### config.mk
export PLATFORM = sky130hd
export DESIGN_NAME = hex_latch_arbiter
export DESIGN_NICKNAME = d
export VERILOG_FILES = /design/src/rtl/hex_latch_arbiter.sv
export SDC_FILE = /design/constraint.sdc
export NUM_CORES = 1
export LEC_CHECK = 0
export CAP_MARGIN = 10
export CORE_UTILIZATION = 40
export CTS_BUF_LIST = sky130_fd_sc_hd__clkbuf_16
export CTS_CLUSTER_SIZE = 30
export DETAILED_ROUTE_END_ITERATION = 12
export PLACE_DENSITY = 0.79
export SYNTH_ARGS = -nofsm -noshare
export SYNTH_HDL_FRONTEND = slang
export SYNTH_SLANG_ARGS = --single-unit
export TNS_END_PERCENT = 10
### constraint.sdc
create_clock -name _CLK -period 4.86 [get_ports _CLK]
set_input_delay 0.486 -clock _CLK [delete_from_list [all_inputs] [get_ports _CLK]]
set_output_delay 0.486 -clock _CLK [all_outputs]
set_load 0.1 [all_outputs]
### src/rtl/hex_latch_arbiter.sv
// Round-robin arbiter and write sequencer for a shared 6-bit hex D-latch bank.
// Optional latch-content shadow ports are enabled by defining HEX_LATCH_SHADOW_EN.
module hex_latch_arbiter #(
   parameter int NREQ       = 4,
   parameter int CLR_CYCLES = 2
) (
   input  logic              _CLK,
   input  logic              _RST,
   input  logic [NREQ-1:0]   _REQ,
   input  logic [6*NREQ-1:0] _DIN,
   input  logic              _CLRREQ,
   output logic [NREQ-1:0]   _GNT,
   output logic [NREQ-1:0]   _ACK,
   output logic              _CLRDONE,
   output logic              _BUSY,
   output logic [5:0]        _LD_D,
   output logic              _LD_STB,
   output logic              _LD_CLR_N
`ifdef HEX_LATCH_SHADOW_EN
   ,
   output logic [5:0]        _SHADOW,
   output logic [2:0]        _SHADOW_OWNER
`endif
);

   typedef enum logic [2:0] {
      IDLE   = 3'd0,
      SETUP  = 3'd1,
      STROBE = 3'd2,
      HOLD   = 3'd3,
      CLEAR  = 3'd4
   } state_t;

   state_t          state_r;
   logic [2:0]      rr_r;
   logic [2:0]      idx_r;
   logic [3:0]      cnt_r;

   logic            hi_found_s;
   logic            lo_found_s;
   logic [2:0]      hi_idx_s;
   logic [2:0]      lo_idx_s;
   logic [5:0]      hi_data_s;
   logic [5:0]      lo_data_s;
   logic            sel_found_s;
   logic [2:0]      sel_idx_s;
   logic [5:0]      sel_data_s;
   logic [NREQ-1:0] onehot_s;

   // Round-robin pick: lowest requester at or above rr_r, else lowest overall (wrap).
   always_comb begin
      hi_found_s = 1'b0;
      lo_found_s = 1'b0;
      hi_idx_s   = 3'd0;
      lo_idx_s   = 3'd0;
      hi_data_s  = 6'd0;
      lo_data_s  = 6'd0;
      for (int i = NREQ - 1; i >= 0; i--) begin
         if (_REQ[i]) begin
            lo_found_s = 1'b1;
            lo_idx_s   = 3'(i);
            lo_data_s  = _DIN[6*i +: 6];
            if (3'(i) >= rr_r) begin
               hi_found_s = 1'b1;
               hi_idx_s   = 3'(i);
               hi_data_s  = _DIN[6*i +: 6];
            end else begin
               hi_found_s = hi_found_s;
            end
         end else begin
            lo_found_s = lo_found_s;
         end
      end
      sel_found_s = lo_found_s;
      sel_idx_s   = hi_found_s ? hi_idx_s  : lo_idx_s;
      sel_data_s  = hi_found_s ? hi_data_s : lo_data_s;
   end

   // One-hot decode of the selected requester.
   always_comb begin
      onehot_s = '0;
      for (int i = 0; i < NREQ; i++) begin
         onehot_s[i] = (sel_idx_s == 3'(i));
      end
   end

   // Sequencer FSM; every output is a register updated on the state transition.
   always_ff @(posedge _CLK or posedge _RST) begin
      if (_RST) begin
         state_r   <= IDLE;
         rr_r      <= 3'd0;
         idx_r     <= 3'd0;
         cnt_r     <= 4'd0;
         _GNT      <= '0;
         _ACK      <= '0;
         _CLRDONE  <= 1'b0;
         _BUSY     <= 1'b0;
         _LD_D     <= 6'd0;
         _LD_STB   <= 1'b0;
         _LD_CLR_N <= 1'b0;
`ifdef HEX_LATCH_SHADOW_EN
         _SHADOW       <= 6'd0;
         _SHADOW_OWNER <= 3'd0;
`endif
      end else begin
         _ACK      <= '0;
         _CLRDONE  <= 1'b0;
         _LD_STB   <= 1'b0;
         _LD_CLR_N <= 1'b1;
         case (state_r)
            IDLE: begin
               if (_CLRREQ) begin
                  state_r   <= CLEAR;
                  cnt_r     <= 4'(CLR_CYCLES - 1);
                  _LD_CLR_N <= 1'b0;
                  _BUSY     <= 1'b1;
`ifdef HEX_LATCH_SHADOW_EN
                  _SHADOW       <= 6'd0;
                  _SHADOW_OWNER <= 3'd0;
`endif
               end else if (sel_found_s) begin
                  state_r <= SETUP;
                  idx_r   <= sel_idx_s;
                  _LD_D   <= sel_data_s;
                  _GNT    <= onehot_s;
                  _BUSY   <= 1'b1;
               end else begin
                  _BUSY <= 1'b0;
               end
            end
            SETUP: begin
               state_r <= STROBE;
               _LD_STB <= 1'b1;
            end
            STROBE: begin
               state_r <= HOLD;
               _ACK    <= _GNT;
`ifdef HEX_LATCH_SHADOW_EN
               _SHADOW       <= _LD_D;
               _SHADOW_OWNER <= idx_r;
`endif
            end
            HOLD: begin
               state_r <= IDLE;
               rr_r    <= (idx_r == 3'(NREQ - 1)) ? 3'd0 : idx_r + 3'd1;
               _GNT    <= '0;
               _BUSY   <= 1'b0;
            end
            CLEAR: begin
               if (cnt_r == 4'd0) begin
                  state_r  <= IDLE;
                  _CLRDONE <= 1'b1;
                  _BUSY    <= 1'b0;
               end else begin
                  cnt_r     <= cnt_r - 4'd1;
                  _LD_CLR_N <= 1'b0;
               end
            end
            default: begin
               state_r <= IDLE;
               _GNT    <= '0;
               _BUSY   <= 1'b0;
            end
         endcase
      end
   end

endmodule

==> run_results.csv <==
group,metric,value,unit
run,max_cap_violations,0,
cts,clock_tree.root_cell,"clkbuf_16",
synthesis,synthArstFlopShare,100,%
place,dp.cells,284,
cts,cts_tree,"built",
synthesis,ys_ff_latch,29,
synthesis,synth_cells,200,
synthesis,yosys_warnings,0,
synthesis,synth_nets,234,
route,via_per_inst,5.66,
timing,slew_headroom,34.5,%
timing,worst_pin_slew,0.980,ns
timing,fin_tns_setup,0,ns
critical_path,crit_path_top_delay_cell,"clkdlybuf4s50_1",
critical_path,critPathKind,"primary input to flip-flop",
synthesis,synth.most_common_cell,"dfrtp_1",
timing,finalHoldViolations,0,
critical_path,worstPathRequired,5.01,ns
place,dp_hpwl,3060,µm
cts,cts_made_buffers,5,
synthesis,synthTopCellsByCount,"29 x dfrtp_1, 24 x a21oi_1, 22 x nand2_1",
synthesis,yosysSeqAreaShare,41.5,%
timing,rsz0062_at_grt,"no",
timing,fin_crit,2.59,ns
route,dr.pass1.iters,4,
timing,slew_viol_final,0,
timing,setup-violations-final,0,
die,die_h,68.1,µm
global_routing,gr-total-overflow,0,
finish,diodes,0,
die,start_util,42.8,%
synthesis,synth_area_leaders,"dfrtp_1 41%, a21oi_1 6.9%, nand2_1 4.7%",
synthesis,synth_ff_type,"dfrtp_1",
synthesis,synth.distinct_cells,46,
cts,clk_pin_slew_worst_paths,0.05,ns
synthesis,yosys.area.top_type,"dfrtp_1",
cts,cts_resized,0,
synthesis,netlist.area_leader.share,41.5,%
global_routing,grt_max_degree,30,
global_routing,grt_use_total,19.8,%
synthesis,synth_area,1750,µm²
power,cellLeakagePower,1.04,nW
critical_path,crit_fanout,20,
place,gp_congestion,0.870,
critical_path,cp-start-kind,"primary input",
die,rows,23,
die,dieWidth,68.1,µm
hold_path,hold_class,"primary input to asynchronous set/reset pin",
global_routing,antenna_found_initial,0,
cts,clock-sinks,29,
die,dieArea,4640,µm²
critical_path,crit_path_end_kind,"flip-flop",
cts,hold_buffers,0,
global_routing,grt_pass1_wl,6760,µm
critical_path,cp_slowest_stage_delay,0.88,ns
finish,instances_no_fill,292,
timing,fmax,0.387,GHz
global_routing,grt_pass1_vias,1409,
route,wl_per_cell,14.6,µm
critical_path,path_cells,"clkdlybuf4s50_1 > nor2_1 > a21oi_1 > nand2_1 > and3_1 > a22o_1",
finish,nNetsFinal,276,
route,vias,1653,
cts,h-tree-depth,2,
route,drc,0,
place,io_buffers,48,
finish,drive_gt1_share,6.61,%
die,core,4090,µm²
critical_path,worstPathArrival,2.74,ns
outcome,status,"finished, final reports clean",
timing,finalCritPeriodShare,53.2,%
finish,area_growth,36.0,%
cts,clock_latency,0.27,ns
synthesis,synth.avg_cell_area,8.75,µm²
cts,post_cts_buffers,0,
route,drt_iter0_drc,98,
die,io_pins,49,
timing,fin_skew,0.00462,ns
route,wl,4260,µm
power,max-vdd-ir-drop,0.259,mV
power,powerDensity,667,nW/µm²
cts,clk_path_buf_depth,2,
route,postRouteAntennaNets,0,
synthesis,synth_enable_flop_cells,0,
-- metal layers --
layer / global-route usage, % / routed length (µm) / vias up
li1: - / - / 811
met4: 7.55 / 57 / 0
met5: 0 / 0 / -
met3: 3.67 / 258 / 6
met1: 27.8 / 1880 / 774
met2: 29.9 / 2070 / 62
-- cells by family (layout without fill, tap and decap cells) --
family | Yosys count | in the layout | synth area share [%]
flip-flops | 29 | 29 | 41.5
multiplexers | 1 | 1 | 0.644
adder cells (fa/ha/maj) | 3 | 3 | 2.15
AO/OA/AOI/OAI | 70 | 70 | 28.1
AND/OR/NAND/NOR | 72 | 72 | 20.2
buffers and inverters | 22 | 64 | 5.94
XOR/XNOR | 3 | 3 | 1.50
-- area by class of cell --
| type | count | area [µm²] |
|---|---|---|
| fill | 372 | 1710 |
| multi-input combinational | 149 | 920 |
| sequential | 29 | 726 |
| timing repair buffer | 49 | 508 |
| clock buffer | 5 | 125 |
| tap | 50 | 62.6 |
| inverter | 8 | 30.0 |
| clock inverter | 2 | 7.51 |
-- per-stage QoR --
step / cell area, µm² / setup WS [ns] / hold WS, ns / power (mW) / utilization (%)
after global routing: 2380 / 2.09 / 0.517 / 1.66 / 58.2
final: 2380 / 2.27 / 0.480 / 1.59 / 58.2
after global placement: 2220 / 2.15 / 0.476 / 1.29 / 54.3
after detailed placement: 2220 / 2.09 / 0.471 / 1.30 / 54.3
after floorplan: 1750 / 3.23 / 0.453 / 1.11 / -
after CTS: 2350 / 2.33 / 0.487 / 1.58 / 57.5
-- where the power goes --
group / total, mW / internal (mW) / switching (mW)
Combinational: 0.867 / 0.262 / 0.605
Clock: 0.276 / 0.182 / 0.0942
Sequential: 0.443 / 0.334 / 0.109
Total: 1.59 / 0.777 / 0.808
-- placed cells by master, fill, tap and decap left out, types with 2 or more instances in the layout --
master	count
a21oi_1	24
a21o_1	2
nand2b_1	2
o2bb2ai_1	2
nor2_1	20
o211ai_1	5
o221ai_1	8
xor2_1	3
nor2b_1	3
nor3_1	4
a22o_1	7
o21ai_0	6
clkbuf_16	5
and3_1	9
inv_1	9
dfrtp_1	29
nand2_1	22
nand3b_1	2
o22ai_1	4
nor2_2	2
ha_1	3
clkdlybuf4s50_1	48
-- flip-flops by register name, summed over array words and instances, names as in the netlist --
name,count
_ACK,4
_BUSY,1
_CLRDONE,1
_GNT,4
_LD_CLR_N,1
_LD_D,6
_LD_STB,1
cnt_r,4
idx_r,2
rr_r,2
state_r,3
-- worst max-delay path, delay by kind of cell --
kind / cells / cell delay [ns]
AO/OA/AOI/OAI: 2 / 0.50
AND/OR/NAND/NOR: 3 / 0.86
buffers and inverters: 1 / 0.88
-- path summary, 6_finish.rpt --
path                                   startpoint                    to  slack (ns)  depth (start not counted)
setup reg to reg           state_r[1]$_DFFE_PP0P_   _GNT[1]$_DFFE_PP0P_        2.88                          4
max in group asynchronous                    _RST  cnt_r[2]$_DFFE_PP0P_        3.96                          3
hold / removal                               _RST     _ACK[3]$_DFF_PP0_        0.48                          2
min in group _CLK            cnt_r[3]$_DFFE_PP0P_    _CLRDONE$_DFF_PP0_        0.49                          1
setup / recovery                          _REQ[2]   _GNT[1]$_DFFE_PP0P_        2.27                          6
hold reg to reg              cnt_r[3]$_DFFE_PP0P_    _CLRDONE$_DFF_PP0_        0.49                          1
(Power assumes the default switching activity.)
